`src/rtl/noc_injector.sv`:
```
// noc_injector -- local injection stage between a tile's core-side message
// interface and the local input port of a router node.
//
// A message (descriptor + payload words) is first collected into an internal
// buffer, then serialised as HEADER, DATA*, TAIL on the down port. Because
// the whole packet is buffered before sending, enable stays high from HEADER
// to TAIL without gaps once the router has taken the header.
//
// Ports:
//   clk, rst                 clock, asynchronous active-high reset
//   msg_valid/msg_ready      descriptor handshake (msg_dst, msg_len)
//   data_valid/data_ready    payload word handshake (data)
//   flit/enable/ack          down-port flit handshake
//   busy                     high whenever not IDLE

package noc_pkg;
  localparam int COORD_W   = 4;
  localparam int PAYLOAD_W = 32;

  typedef struct packed {
    logic [COORD_W-1:0] x;
    logic [COORD_W-1:0] y;
  } addr_t;

  typedef enum logic [1:0] {
    FT_NONE   = 2'b00,
    FT_HEADER = 2'b01,
    FT_DATA   = 2'b10,
    FT_TAIL   = 2'b11
  } flit_type_t;

  typedef struct packed {
    addr_t                                dst_addr;
    addr_t                                src_addr;
    logic [PAYLOAD_W-2*$bits(addr_t)-1:0] rsvd;
  } flit_hdr_t;

  typedef struct packed {
    flit_type_t           ftype;
    logic [PAYLOAD_W-1:0] payload;
  } flit_t;
endpackage

module noc_injector
  import noc_pkg::*;
#(
  parameter int X       = 0,
  parameter int Y       = 0,
  parameter int MAX_LEN = 8,
  parameter int LEN_W   = $clog2(MAX_LEN + 1)
) (
  input  logic                       clk,
  input  logic                       rst,
  input  logic                       msg_valid,
  output logic                       msg_ready,
  input  logic [$bits(addr_t)-1:0]   msg_dst,
  input  logic [LEN_W-1:0]           msg_len,
  input  logic                       data_valid,
  output logic                       data_ready,
  input  logic [PAYLOAD_W-1:0]       data,
  output logic [$bits(flit_t)-1:0]   flit,
  output logic                       enable,
  input  logic                       ack,
  output logic                       busy
);

  localparam int IDX_W = (MAX_LEN > 1) ? $clog2(MAX_LEN) : 1;

  typedef enum logic [1:0] {IDLE, LOAD, SEND_HDR, SEND_BODY} state_t;

  state_t               state, state_nxt;
  addr_t                dst_q;
  logic [LEN_W-1:0]     len_q, wr_cnt, rd_cnt, len_sat;
  logic [PAYLOAD_W-1:0] pbuf [MAX_LEN];
  logic                 last_wr, last_rd;
  flit_hdr_t            hdr;
  flit_t                flit_c;

  // Overlength requests are clamped; the core is expected to supply only
  // MAX_LEN words in that case.
  assign len_sat = (msg_len > LEN_W'(MAX_LEN)) ? LEN_W'(MAX_LEN) : msg_len;
  assign last_wr = (wr_cnt == len_q - LEN_W'(1));
  // An empty message still needs a TAIL, so the first body flit is last.
  assign last_rd = (len_q == '0) || (rd_cnt == len_q - LEN_W'(1));

  always_comb begin
    hdr          = '0;
    hdr.dst_addr = dst_q;
    hdr.src_addr.x = COORD_W'(X);
    hdr.src_addr.y = COORD_W'(Y);
  end

  always_comb begin
    state_nxt  = state;
    msg_ready  = 1'b0;
    data_ready = 1'b0;
    enable     = 1'b0;
    flit_c     = '0;
    case (state)
      IDLE: begin
        // Gated by rst so every output reads 0 while reset is held.
        msg_ready = !rst;
        if (msg_valid) state_nxt = (len_sat == '0) ? SEND_HDR : LOAD;
      end
      LOAD: begin
        data_ready = (wr_cnt < len_q);
        if (data_valid && data_ready && last_wr) state_nxt = SEND_HDR;
      end
      SEND_HDR: begin
        enable         = 1'b1;
        flit_c.ftype   = FT_HEADER;
        flit_c.payload = hdr;
        if (ack) state_nxt = SEND_BODY;
      end
      SEND_BODY: begin
        enable         = 1'b1;
        flit_c.ftype   = last_rd ? FT_TAIL : FT_DATA;
        flit_c.payload = (len_q == '0) ? '0 : pbuf[rd_cnt[IDX_W-1:0]];
        if (ack && last_rd) state_nxt = IDLE;
      end
      default: state_nxt = IDLE;
    endcase
  end

  assign flit = flit_c;
  assign busy = (state != IDLE);

  always_ff @(posedge clk or posedge rst) begin
    if (rst) begin
      state  <= IDLE;
      dst_q  <= '0;
      len_q  <= '0;
      wr_cnt <= '0;
      rd_cnt <= '0;
    end else begin
      state <= state_nxt;
      case (state)
        IDLE: if (msg_valid) begin
          dst_q  <= msg_dst;
          len_q  <= len_sat;
          wr_cnt <= '0;
        end
        LOAD:      if (data_valid && data_ready) wr_cnt <= wr_cnt + LEN_W'(1);
        SEND_HDR:  if (ack) rd_cnt <= '0;
        SEND_BODY: if (ack) rd_cnt <= rd_cnt + LEN_W'(1);
        default: ;
      endcase
    end
  end

  // Payload storage carries no reset; contents are don't-care after abort.
  always_ff @(posedge clk) begin
    if (state == LOAD && data_valid && data_ready)
      pbuf[wr_cnt[IDX_W-1:0]] <= data;
  end

  // Down-port protocol checks.
  ap_stable: assert property (@(posedge clk) disable iff (rst)
    (enable && !ack) |=> (enable && $stable(flit)));
  ap_no_gap: assert property (@(posedge clk) disable iff (rst)
    (enable && ack && flit_c.ftype != FT_TAIL) |=> enable);
  ap_hdr_first: assert property (@(posedge clk) disable iff (rst)
    $rose(enable) |-> (flit_c.ftype == FT_HEADER));
  ap_body_after_hdr: assert property (@(posedge clk) disable iff (rst)
    (enable && ack && flit_c.ftype == FT_HEADER) |=>
      (flit_c.ftype == FT_DATA || flit_c.ftype == FT_TAIL));

endmodule

```
`config.mk`:
```
export PLATFORM = sky130hd
export DESIGN_NAME = noc_injector
export DESIGN_NICKNAME = d
export VERILOG_FILES = /design/src/rtl/noc_injector.sv
export SDC_FILE = /design/constraint.sdc
export NUM_CORES = 1
export LEC_CHECK = 0
export CORE_ASPECT_RATIO = 0.5
export CORE_MARGIN = 3
export CORE_UTILIZATION = 40
export DETAILED_ROUTE_END_ITERATION = 6
export GPL_TIMING_DRIVEN = 0
export PLACE_DENSITY = 0.56
export SLEW_MARGIN = 20
export SYNTH_ARGS = -nofsm -noshare
export SYNTH_HDL_FRONTEND = slang
export SYNTH_SLANG_ARGS = --single-unit
```
`constraint.sdc`:
```
create_clock -name clk -period 5.4 [get_ports clk]
set_input_delay 1.08 -clock clk [delete_from_list [all_inputs] [get_ports clk]]
set_output_delay 1.08 -clock clk [all_outputs]
set_load 0.1 [all_outputs]
```
==> results.rst, run 1 <==
.. list-table::
   :header-rows: 1

   * - Metric
     - Value
   * - Yosys warning total
     - 0
   * - Fillers
     - 2,232
   * - Detailed-placement wirelength estimate
     - 16.0 mm
   * - Startpoint class of the critical path
     - register
   * - Final Hold Vio Count
     - 0
   * - Power density normalized to cell area
     - 512 mW/mm2
   * - Number of design rule violations left after detail routing
     - 0
   * - Deepest clock path buffer count
     - 3
   * - CTS-repair resized insts
     - 0
   * - Worst EP required
     - 4.32 ns
   * - Most common cell type on the critical path
     - sky130_fd_sc_hd__buf_2
   * - Overall routing resource usage
     - 0.164
   * - CP peak stage delay
     - 1.16 ns
   * - Floorplan die area
     - 0.0301 mm2
   * - Number of global-route vias before repair
     - 5,943
   * - Top metal layer carrying routed signals
     - met5
   * - Clock latency reported for the late side of the worst-skew pair
     - 0.54 ns
   * - Count of pins over their slew limit
     - 0
   * - Area after DPL
     - 0.0128 mm2
   * - Largest vdd supply drop
     - about 0.21 mV
   * - Detailed-route vias per instance
     - 5.23
   * - Hold buffers post-CTS
     - 0
   * - M1 wire length
     - 11.6 mm
   * - CTS sink cnt
     - 278
   * - Total negative setup slack
     - 0 ns
   * - Effective utilization at floorplan
     - 0.415
   * - Number of maximum-capacitance violations
     - 0
   * - Die X
     - approximately 240 um
   * - Setup repair after global routing missed its margin
     - no
   * - Largest fanout on the critical path
     - 10
   * - Pin count of the biggest net entering global routing
     - 23
   * - Cells after DPL
     - 1,049
   * - Synthesized area per cell
     - approximately 20 um2
   * - CTS tree
     - built
   * - Area taken by flip-flops and latches
     - 0.00824 mm2
   * - Number of antenna violations at the first check in global routing
     - 2
   * - Vertical die dimension
     - around 120 um
   * - Met2 wire length
     - about 11 mm
   * - Area used by multi-input combinational logic
     - between 0.002 and 0.003 mm2
   * - Wire per inst
     - 22.2 um
   * - Cell-internal power
     - 4.51 mW
   * - Post-route ant nets
     - 0
   * - Via total after detailed routing
     - 5,739
   * - Cell with the largest stage delay on the worst path
     - sky130_fd_sc_hd__clkdlybuf4s50_1
   * - Max-slew headroom at the worst pin
     - 0.293
   * - Most frequent cells in the layout
     - 256 x sky130_fd_sc_hd__edfxtp_1, 86 x sky130_fd_sc_hd__clkdlybuf4s50_1, 64 x sky130_fd_sc_hd__mux4_2
   * - Post-synthesis sequential element count
     - 278
   * - Layout Nets
     - 764
   * - Worst EP arrival
     - 3.74 ns
   * - Minimum clock period after layout
     - 4.82 ns
   * - Worst min path class
     - register to register
   * - Io pins
     - 87
   * - Total length of routed met3 wires
     - ~1.1 mm
   * - Max Fclk
     - 208 MHz
   * - Leading cell type in the layout, fill and taps excluded
     - sky130_fd_sc_hd__edfxtp_1
   * - Number of setup buffers added after CTS
     - 0
   * - DR iter-0 viols
     - between 400 and 500
   * - Net switching share of the total power
     - 0.356
   * - Drt pass-1 iters
     - 5
   * - Max H-tree Level
     - 1
   * - Proportion of power drawn by flip-flops and latches
     - 0.369
   * - Share of cells above drive strength 1
     - 0.219
   * - Ordered list of cells on the worst path
     - buf_2, buf_2, clkbuf_1, mux4_2, mux2i_1, nor2_1, clkdlybuf4s50_1
   * - PnR Total Power
     - roughly 7 mW
   * - Std cell rows
     - 42
   * - Number of standard cells in the final layout excluding fillers
     - 1,098
   * - Gr ovfl total
     - 0
   * - Combinational share of power
     - 0.363
   * - Clock root cell
     - sky130_fd_sc_hd__clkbuf_16
   * - Leakage Power
     - 4.40 nW
   * - Slew @ Worst Pin
     - between 1 and 1.5 ns
   * - Setup crit end kind
     - output pin
   * - Setup violation total in the final timing report
     - 0
   * - Post-synthesis to final-layout area growth
     - 22.4%
   * - Share of synthesized area occupied by flip-flops and latches
     - 0.737
   * - Inserted Clock Buffers
     - 26
   * - Power share of the clock group
     - 0.268
   * - Clock tree skew after final layout
     - ~0.014 ns
   * - Area of the core
     - 0.0270 mm2
   * - Reported net switching power
     - roughly 2.5 mW
   * - Synth Net Count
     - 633
   * - Final weighted congestion in routability-driven placement
     - 0.731
   * - Mapped cell area
     - 0.0112 mm2
   * - Post-Synthesis Cells
     - 572
   * - Global-route wire length before repair
     - 37.3 mm
   * - Distinct cells, synth
     - 40
   * - Area of all placed cells without fillers
     - 0.0137 mm2
   * - Status
     - completed
   * - Critical setup path kind
     - register to output pin
   * - Crit share post-route
     - 0.892
   * - I/O Buffers
     - 86
   * - Clock slew at the register clock pins of the worst setup and hold paths
     - 0.06 ns
   * - Sum of routed wire length over all layers
     - 24.4 mm
-- final cells by class --
class	instances	share of cell area
repair buffers	103	0.0800
multi-input cells	254	0.207
plain buffers	27	0.00914
clock buffers	37	0.0542
flip-flops and latches	278	0.602
well taps	374	0.0342
clock inverters	11	0.0102
diodes	1	0.000183
inverters	13	0.00357
-- worst paths after layout --
check                          start          end  slack, ns  depth (start not counted)
max                        rd_cnt[1]     flit[22]       0.58                          7
min reg2reg                 dst_q[6]     dst_q[6]       0.51                          1
min                         dst_q[6]     dst_q[6]       0.51                          1
max reg2reg                wr_cnt[0]  pbuf[4][16]       2.25                         11
max in group asynchronous        rst     dst_q[0]       3.75                          2
min in group asynchronous        rst    wr_cnt[0]       1.08                          2
-- state kept, by name, indices dropped and copies added, names as in the netlist --
| signal | flops |
|---|---|
| state | 2 |
| len_q | 4 |
| dst_q | 8 |
| wr_cnt | 4 |
| rd_cnt | 4 |
| pbuf | 256 |
-- critical path: cells and delay by family, from the launching register on --
kind                   cells  cell delay, ns
buffers and inverters      4            2.26
AND/OR/NAND/NOR            1            0.17
flip-flops                 1            0.34
multiplexers               2            0.42
-- routing by layer --
metal | track usage | up-vias
met1 | 0.241 | 3021
met4 | 0.0367 | 2
li1 | - | 2552
met2 | 0.255 | 127
met5 | 0 | -
met3 | 0.0317 | 37
-- power by group through the flow --
stage                     logic, mW  registers, mW  clock network, mW
final                          2.54           2.58               1.87
after CTS                      2.59           2.58               1.92
after global placement         2.52           2.64                  0
after global routing           2.72           2.60               2.01
after detailed placement       2.58           2.63                  0
after floorplan                1.92           2.61                  0
-- kinds of logic after synthesis --
family	Yosys count	share of synthesized area
xor+xnor	10	0.00783
simple gates	88	0.0360
flops	278	0.737
buf+inv	40	0.0156
fa+ha+maj	12	0.0134
mux	110	0.172
compound gates	34	0.0190
-- stage by stage --
stage | hold WS [ns] | worst slack, ns | util
floorplan | 0.479 | 0.391 | -
global placement | 0.490 | -2.25 | 0.464
detailed placement | 0.498 | 1.08 | 0.475
CTS | 0.512 | 0.509 | 0.508
global route | 0.535 | 0.392 | 0.508
finish | 0.509 | 0.585 | 0.508
-- Yosys cell counts --
cell	count	share of area
sky130_fd_sc_hd__mux4_2	64	0.13
sky130_fd_sc_hd__xnor2_1	10	0.0078
sky130_fd_sc_hd__nand3_1	3	0.0013
sky130_fd_sc_hd__or3_1	1	0.00056
sky130_fd_sc_hd__nand2_1	24	0.0081
sky130_fd_sc_hd__o221ai_2	1	0.0013
sky130_fd_sc_hd__a21o_1	2	0.0013
sky130_fd_sc_hd__ha_1	12	0.013
sky130_fd_sc_hd__a32o_1	1	0.00090
sky130_fd_sc_hd__edfxtp_1	256	0.69
sky130_fd_sc_hd__a31oi_1	2	0.0011
sky130_fd_sc_hd__o221ai_1	1	0.00078
sky130_fd_sc_hd__a211oi_1	1	0.00067
sky130_fd_sc_hd__or2b_2	1	0.00078
sky130_fd_sc_hd__or4_1	1	0.00067
sky130_fd_sc_hd__nor3_1	4	0.0018
sky130_fd_sc_hd__a21oi_1	1	0.00045
sky130_fd_sc_hd__nor4_1	1	0.00056
sky130_fd_sc_hd__o41ai_1	1	0.00078
sky130_fd_sc_hd__buf_4	3	0.0020
sky130_fd_sc_hd__nand4_1	2	0.0011
sky130_fd_sc_hd__mux2_4	1	0.0013
sky130_fd_sc_hd__clkbuf_1	11	0.0037
sky130_fd_sc_hd__mux2i_1	36	0.032
sky130_fd_sc_hd__o21ai_0	21	0.0094
sky130_fd_sc_hd__and3_1	1	0.00056
sky130_fd_sc_hd__buf_2	10	0.0045
sky130_fd_sc_hd__buf_1	3	0.0010
sky130_fd_sc_hd__mux2_2	9	0.0091
sky130_fd_sc_hd__nor4b_1	1	0.00078
sky130_fd_sc_hd__a22o_1	2	0.0016
sky130_fd_sc_hd__o21a_1	1	0.00067
sky130_fd_sc_hd__inv_1	13	0.0044
sky130_fd_sc_hd__nor3_2	1	0.00090
sky130_fd_sc_hd__nor4_2	1	0.0011
sky130_fd_sc_hd__nor2_1	39	0.013
sky130_fd_sc_hd__dfrtp_1	22	0.049
sky130_fd_sc_hd__or2_2	1	0.00056
sky130_fd_sc_hd__nand2b_1	5	0.0028
sky130_fd_sc_hd__nor3b_1	2	0.0013
(Power assumes the default switching activity.)
==> run 2, diff against run 1 <==
--- a/config.mk
+++ b/config.mk
@@ -6,11 +6,11 @@
 export NUM_CORES = 1
 export LEC_CHECK = 0
 export CORE_ASPECT_RATIO = 0.5
-export CORE_MARGIN = 3
+export CORE_MARGIN = 2
 export CORE_UTILIZATION = 40
 export DETAILED_ROUTE_END_ITERATION = 6
 export GPL_TIMING_DRIVEN = 0
-export PLACE_DENSITY = 0.56
+export PLACE_DENSITY_LB_ADDON = 0.15
 export SLEW_MARGIN = 20
 export SYNTH_ARGS = -nofsm -noshare
 export SYNTH_HDL_FRONTEND = slang
==> run 2 against run 1 <==
Clock skew up 0.011 ns. Global-route usage up 0.55 points. Count of clock-buffer cells in the layout down 5. Via count down 0.92%. First-iteration DRC count down 1.9%. Register-to-register slack worse by 0.26 ns. Routed wire length down 1.3%. Worst setup slack worse by 0.049 ns.
==> results.rst, run 2 (synthesis gave the netlist of run 1 again) <==
.. list-table::
   :header-rows: 1

   * - Metric
     - Value
   * - Status
     - completed (unchanged)
   * - Leading cell type in the layout, fill and taps excluded
     - sky130_fd_sc_hd__edfxtp_1 (unchanged)
   * - Setup slack on the worst flop-to-flop path
     - 1.99 ns (was 2.25 ns)
   * - Number of antenna violations at the first check in global routing
     - 0 (was 2)
   * - Share of cells above drive strength 1
     - 0.215 (was 0.219)
   * - Floorplan die area
     - 0.0294 mm2 (was 0.0301 mm2)
   * - Count of pins over their slew limit
     - 0 (unchanged)
   * - Minimum clock period after layout
     - 4.86 ns (was 4.82 ns)
   * - Max-slew headroom at the worst pin
     - 0.315 (was 0.293)
   * - Setup slack at placement
     - 1.01 ns (was 1.08 ns)
   * - Number of setup buffers added after CTS
     - 0 (unchanged)
   * - Worst min path class
     - register to register (unchanged)
   * - Setup violation total in the final timing report
     - 0 (unchanged)
   * - Layout Nets
     - 765 (was 764)
   * - Final weighted congestion in routability-driven placement
     - 0.745 (was 0.731)
   * - Std cell rows
     - 43 (was 42)
   * - Post-synthesis to final-layout area growth
     - 23.1% (was 22.4%)
   * - Setup slack after layout
     - 0.536 ns (was 0.585 ns)
   * - CTS tree
     - built (unchanged)
   * - PnR Total Power
     - 7.01 mW (was 7.00 mW)
   * - Clock root cell
     - sky130_fd_sc_hd__clkbuf_16 (unchanged)
   * - Effective utilization at floorplan
     - 0.405 (was 0.415)
   * - Startpoint class of the critical path
     - register (unchanged)
   * - Pin count of the biggest net entering global routing
     - 23 (unchanged)
   * - Slew @ Worst Pin
     - 1.03 ns (was 1.06 ns)
   * - Vertical die dimension
     - 122 um (was 124 um)
   * - Worst EP required
     - 4.32 ns (about the same)
   * - Number of maximum-capacitance violations
     - 0 (unchanged)
   * - Total negative setup slack
     - 0 ns (unchanged)
   * - Inserted Clock Buffers
     - 26 (unchanged)
   * - Number of global-route vias before repair
     - 5,778 (was 5,943)
   * - Setup repair after global routing missed its margin
     - no (unchanged)
   * - Max H-tree Level
     - 1 (unchanged)
   * - Setup crit end kind
     - output pin (unchanged)
   * - End point of the critical path
     - flit[22] (unchanged)
   * - Final Hold Vio Count
     - 0 (unchanged)
   * - I/O Buffers
     - 86 (unchanged)
   * - Overall routing resource usage
     - 0.169 (was 0.164)
   * - Clock tree skew after final layout
     - 0.0257 ns (was 0.0145 ns)
   * - Critical setup path kind
     - register to output pin (unchanged)
   * - Largest vdd supply drop
     - 0.262 mV (was 0.214 mV)
   * - Clock slew at the register clock pins of the worst setup and hold paths
     - 0.07 ns (was 0.06 ns)
   * - Worst EP arrival
     - 3.78 ns (was 3.74 ns)
   * - Number of antenna cells inserted
     - 0 (was 1)
   * - Clock latency reported for the late side of the worst-skew pair
     - 0.56 ns (was 0.54 ns)
   * - Post-route ant nets
     - 0 (unchanged)
   * - Gr ovfl total
     - 0 (unchanged)
   * - Crit path from
     - rd_cnt[1] (unchanged)
   * - Worst R2R End
     - pbuf[0][16] (was pbuf[4][16])
   * - Max Fclk
     - 206 MHz (was 208 MHz)
   * - Global-route wire length before repair
     - 36.0 mm (was 37.3 mm)
   * - CTS-repair resized insts
     - 0 (unchanged)
   * - Area of the core
     - 0.0276 mm2 (was 0.0270 mm2)
   * - Io pins
     - 87 (unchanged)
   * - Via total after detailed routing
     - 5,686 (was 5,739)
   * - Hold Crit Depth
     - 1 (unchanged)
   * - Detailed-placement wirelength estimate
     - 16.2 mm (was 16.0 mm)
   * - Power density normalized to cell area
     - 509 mW/mm2 (was 512 mW/mm2)
   * - Largest fanout on the critical path
     - 10 (unchanged)
   * - Crit share post-route
     - 0.901 (was 0.892)
   * - Die X
     - 240 um (was 242 um)
   * - Number of design rule violations left after detail routing
     - 0 (unchanged)
   * - Worst hold slack
     - 0.510 ns (was 0.509 ns)
   * - Reg2Reg Launch Point
     - wr_cnt[0] (unchanged)
   * - Sum of routed wire length over all layers
     - 24.1 mm (was 24.4 mm)
   * - Most frequent cells in the layout
     - 256 x sky130_fd_sc_hd__edfxtp_1, 86 x sky130_fd_sc_hd__clkdlybuf4s50_1, 64 x sky130_fd_sc_hd__mux4_2 (unchanged)
   * - Deepest clock path buffer count
     - 3 (unchanged)
   * - DR iter-0 viols
     - 458 (was 467)
   * - R2R cell count
     - 10 (was 11)
   * - Leakage Power
     - 4.42 nW (was 4.40 nW)
   * - Wire per inst
     - 21.8 um (was 22.2 um)
   * - Detailed-route vias per instance
     - 5.15 (was 5.23)
   * - CTS sink cnt
     - 278 (unchanged)
   * - Number of flip-flops in the largest register
     - 256 (unchanged)
   * - Drt pass-1 iters
     - 4 (was 5)
   * - Hold buffers post-CTS
     - 0 (unchanged)
==> run 2: changes by cell type in the layout (fill, tap and decap cells not counted), moves of 2 or more <==
cell                       change
sky130_fd_sc_hd__buf_6         +5
sky130_fd_sc_hd__clkbuf_8      -4
sky130_fd_sc_hd__buf_16        +4
sky130_fd_sc_hd__buf_12        -2
sky130_fd_sc_hd__buf_4         -6
sky130_fd_sc_hd__clkinv_1      +3
==> run 2: critical path, cell delays in order (launching register included) <==
cell,delay [ns]
sky130_fd_sc_hd__dfrtp_1,0.35
sky130_fd_sc_hd__buf_2,0.17
sky130_fd_sc_hd__buf_2,0.32
sky130_fd_sc_hd__clkbuf_1,0.61
sky130_fd_sc_hd__mux4_2,0.34
sky130_fd_sc_hd__mux2i_1,0.08
sky130_fd_sc_hd__nor2_1,0.20
sky130_fd_sc_hd__clkdlybuf4s50_1,1.17
==> run 2: worst min-delay path by stage <==
stage / startpoint / end
global placement: dst_q[7] / dst_q[7]
global route: dst_q[5] / dst_q[5]
CTS: dst_q[4] / dst_q[4]
detailed placement: dst_q[2] / dst_q[2]
finish: dst_q[5] / dst_q[5]
floorplan: dst_q[2] / dst_q[2]
==> run 2: area by class of cell <==
class | instances | area (um2)
clock buffers | 32 | 683
multi-input cells | 254 | 2830
well taps | 382 | 478
inverters | 13 | 48.8
clock inverters | 14 | 190
plain buffers | 27 | 125
fillers | 2282 | 13800
repair buffers | 104 | 1180
flip-flops and latches | 278 | 8240
==> run 2: where the power goes <==
| part | switching (mW) | total [mW] | internal [mW] |
|---|---|---|---|
| Sequential | 0.0721 | 2.58 | 2.51 |
| Combinational | 1.66 | 2.56 | 0.902 |
| Clock | 0.778 | 1.87 | 1.09 |
| Total | 2.51 | 7.01 | 4.51 |
==> run 2: metal layers <==
metal / vias to the layer above / part of all wire / global-route usage
met5: - / 0 / 0
met4: 0 / 0.012 / 0.0314
met3: 18 / 0.044 / 0.0324
met2: 100 / 0.45 / 0.256
met1: 3009 / 0.49 / 0.259
li1: 2559 / - / -
==> run 2: through the flow <==
stage                      util  cell area [um2]  cells
after floorplan               -            11200    572
after global placement    0.454            12500   1040
after detailed placement  0.467            12900   1058
after CTS                 0.499            13800   1104
after global routing      0.499            13800   1104
final                     0.499            13800   1104
==> run 3, diff against run 2 <==
--- a/config.mk
+++ b/config.mk
@@ -7,7 +7,7 @@
 export LEC_CHECK = 0
 export CORE_ASPECT_RATIO = 0.5
 export CORE_MARGIN = 2
-export CORE_UTILIZATION = 40
+export CORE_UTILIZATION = 55
 export DETAILED_ROUTE_END_ITERATION = 6
 export GPL_TIMING_DRIVEN = 0
 export PLACE_DENSITY_LB_ADDON = 0.15
==> run 3 against run 2 <==
Fmax about the same. Largest power group unchanged. Clock power fell by 14%. First-iteration DRC count down 8.3%. Final area fell by 2.5%. Combinational power hardly changed. Final cell count fell by 11%. Total power is 4.1% lower. Register-to-register slack about the same. Highest routed layer unchanged.
==> results.rst, run 3 (synthesis gave the netlist of run 1 again) <==
.. list-table::
   :header-rows: 1

   * - Metric
     - Value
   * - Status
     - completed (unchanged)
   * - Number of global-route vias before repair
     - 5,826 (was 5,778)
   * - CTS tree
     - built (unchanged)
   * - Crit share post-route
     - 0.901 (about the same)
   * - Leakage Power
     - 4.34 nW (was 4.42 nW)
   * - Count of pins over their slew limit
     - 0 (unchanged)
   * - Largest vdd supply drop
     - 0.226 mV (was 0.262 mV)
   * - Std cell rows
     - 36 (was 43)
   * - Worst hold slack
     - 0.510 ns (about the same)
   * - Clock latency reported for the late side of the worst-skew pair
     - 0.53 ns (was 0.56 ns)
   * - Clock slew at the register clock pins of the worst setup and hold paths
     - 0.07 ns (about the same)
   * - Worst EP required
     - 4.32 ns (about the same)
   * - Number of maximum-capacitance violations
     - 0 (unchanged)
   * - Final weighted congestion in routability-driven placement
     - 0.779 (was 0.745)
   * - Io pins
     - 87 (unchanged)
   * - Overall routing resource usage
     - 0.223 (was 0.169)
   * - Vertical die dimension
     - 105 um (was 122 um)
   * - Most frequent cells in the layout
     - 256 x sky130_fd_sc_hd__edfxtp_1, 86 x sky130_fd_sc_hd__clkdlybuf4s50_1, 64 x sky130_fd_sc_hd__mux4_2 (unchanged)
   * - Layout Nets
     - 762 (was 765)
   * - Area after DPL
     - 0.0127 mm2 (was 0.0129 mm2)
   * - Sum of routed wire length over all layers
     - 22.8 mm (was 24.1 mm)
   * - Die X
     - 206 um (was 240 um)
   * - Detailed-route vias per instance
     - 5.84 (was 5.15)
   * - Setup violation total in the final timing report
     - 0 (unchanged)
   * - Critical setup path kind
     - register to output pin (unchanged)
   * - Slew @ Worst Pin
     - 1.04 ns (was 1.03 ns)
   * - PnR Total Power
     - 6.73 mW (was 7.01 mW)
   * - Deepest clock path buffer count
     - 3 (unchanged)
   * - Final Hold Vio Count
     - 0 (unchanged)
   * - Share of cells above drive strength 1
     - 0.212 (was 0.215)
   * - Detailed-placement wirelength estimate
     - 14.8 mm (was 16.2 mm)
   * - Setup crit end kind
     - output pin (unchanged)
   * - Gr ovfl total
     - 0 (unchanged)
   * - Worst EP arrival
     - 3.79 ns (was 3.78 ns)
   * - Area of all placed cells without fillers
     - 0.0134 mm2 (was 0.0138 mm2)
   * - Number of standard cells in the final layout excluding fillers
     - 985 (was 1,104)
   * - Drt pass-1 iters
     - 5 (was 4)
   * - Inserted Clock Buffers
     - 24 (was 26)
   * - Clock tree skew after final layout
     - 0.0108 ns (was 0.0257 ns)
   * - Number of design rule violations left after detail routing
     - 0 (unchanged)
   * - DR iter-0 viols
     - 420 (was 458)
   * - Area used by multi-input combinational logic
     - 0.00283 mm2 (unchanged)
   * - Minimum clock period after layout
     - 4.87 ns (was 4.86 ns)
   * - Power density normalized to cell area
     - 501 mW/mm2 (was 509 mW/mm2)
   * - Post-route ant nets
     - 0 (unchanged)
   * - Pin count of the biggest net entering global routing
     - 23 (unchanged)
   * - Max H-tree Level
     - 1 (unchanged)
   * - Clock root cell
     - sky130_fd_sc_hd__clkbuf_16 (unchanged)
   * - Number of flip-flops in the largest register
     - 256 (unchanged)
   * - Cells after DPL
     - 941 (was 1,058)
   * - Effective utilization at floorplan
     - 0.568 (was 0.405)
   * - I/O Buffers
     - 86 (unchanged)
   * - CTS sink cnt
     - 278 (unchanged)
   * - Max-slew headroom at the worst pin
     - 0.308 (was 0.315)
   * - Area of the core
     - 0.0197 mm2 (was 0.0276 mm2)
   * - Worst min path class
     - register to register (unchanged)
   * - Number of antenna violations at the first check in global routing
     - 0 (unchanged)
   * - Largest fanout on the critical path
     - 10 (unchanged)
   * - Leading cell type in the layout, fill and taps excluded
     - sky130_fd_sc_hd__edfxtp_1 (unchanged)
   * - Hold buffers post-CTS
     - 0 (unchanged)
   * - Area taken by flip-flops and latches
     - 0.00824 mm2 (unchanged)
   * - Number of setup buffers added after CTS
     - 0 (unchanged)
   * - Setup repair after global routing missed its margin
     - no (unchanged)
   * - Post-synthesis to final-layout area growth
     - 20.0% (was 23.1%)
   * - Fillers
     - 1,299 (was 2,282)
   * - Max Fclk
     - 206 MHz (about the same)
   * - Global-route wire length before repair
     - 35.2 mm (was 36.0 mm)
   * - Via total after detailed routing
     - 5,754 (was 5,686)
   * - CTS-repair resized insts
     - 0 (unchanged)
   * - Wire per inst
     - 23.1 um (was 21.8 um)
   * - Startpoint class of the critical path
     - register (unchanged)
   * - Floorplan die area
     - 0.0216 mm2 (was 0.0294 mm2)
## run 3: changes by cell type in the layout (fill, tap and decap cells not counted), moves of 2 or more
cell / before / now
sky130_fd_sc_hd__buf_4: 6 / 9
sky130_fd_sc_hd__buf_16: 6 / 4
sky130_fd_sc_hd__bufinv_16: 4 / 1
sky130_fd_sc_hd__clkbuf_16: 26 / 24
sky130_fd_sc_hd__buf_6: 6 / 4
sky130_fd_sc_hd__clkinv_2: 5 / 8
## run 3: worst max-delay path, stage by stage, from the launching register on
cell                              delay, ns
sky130_fd_sc_hd__dfrtp_1               0.35
sky130_fd_sc_hd__buf_2                 0.17
sky130_fd_sc_hd__buf_2                 0.32
sky130_fd_sc_hd__clkbuf_1              0.59
sky130_fd_sc_hd__mux4_2                0.34
sky130_fd_sc_hd__mux2i_1               0.08
sky130_fd_sc_hd__nor2_1                0.22
sky130_fd_sc_hd__clkdlybuf4s50_1       1.18
## run 3: power breakdown
| part | internal [mW] | total, mW | leakage [nW] | switching (mW) |
|---|---|---|---|---|
| Combinational | 0.897 | 2.53 | 1.39 | 1.63 |
| Clock | 0.868 | 1.61 | 0.363 | 0.746 |
| Sequential | 2.51 | 2.58 | 2.58 | 0.0729 |
## run 3: final timing paths
check	startpoint	end	slack (ns)	cells past startpoint
setup / recovery	rd_cnt[1]	flit[23]	0.53	7
hold / removal	dst_q[2]	dst_q[2]	0.51	1
setup reg to reg	wr_cnt[1]	pbuf[4][23]	1.98	10
hold reg to reg	dst_q[2]	dst_q[2]	0.51	1
max in group asynchronous	rst	dst_q[4]	3.80	2
min in group asynchronous	rst	rd_cnt[0]	1.06	2
## run 3: layout make-up
class	count	share of cell area
clock buffers	28	0.0459
multi-input cells	254	0.211
clock inverters	15	0.00820
repair buffers	103	0.0835
inverters	13	0.00364
plain buffers	27	0.00932
flip-flops and latches	278	0.614
diodes	1	0.000186
well taps	266	0.0248
## run 3: stage by stage
step                worst slack (ns)  utilization  TNS, ns
global placement               -1.74        0.629  -108.52
CTS                            0.463        0.682        0
floorplan                      0.391            -        0
detailed placement              1.05        0.645        0
finish                         0.534        0.682        0
global route                   0.288        0.682        0
## run 3: metal layers
layer	GRT usage	up-vias	wire, um
li1	-	2544	-
met1	0.346	3019	10900
met2	0.332	158	10100
met3	0.0474	33	1400
met4	0.0437	0	372
met5	0	-	0
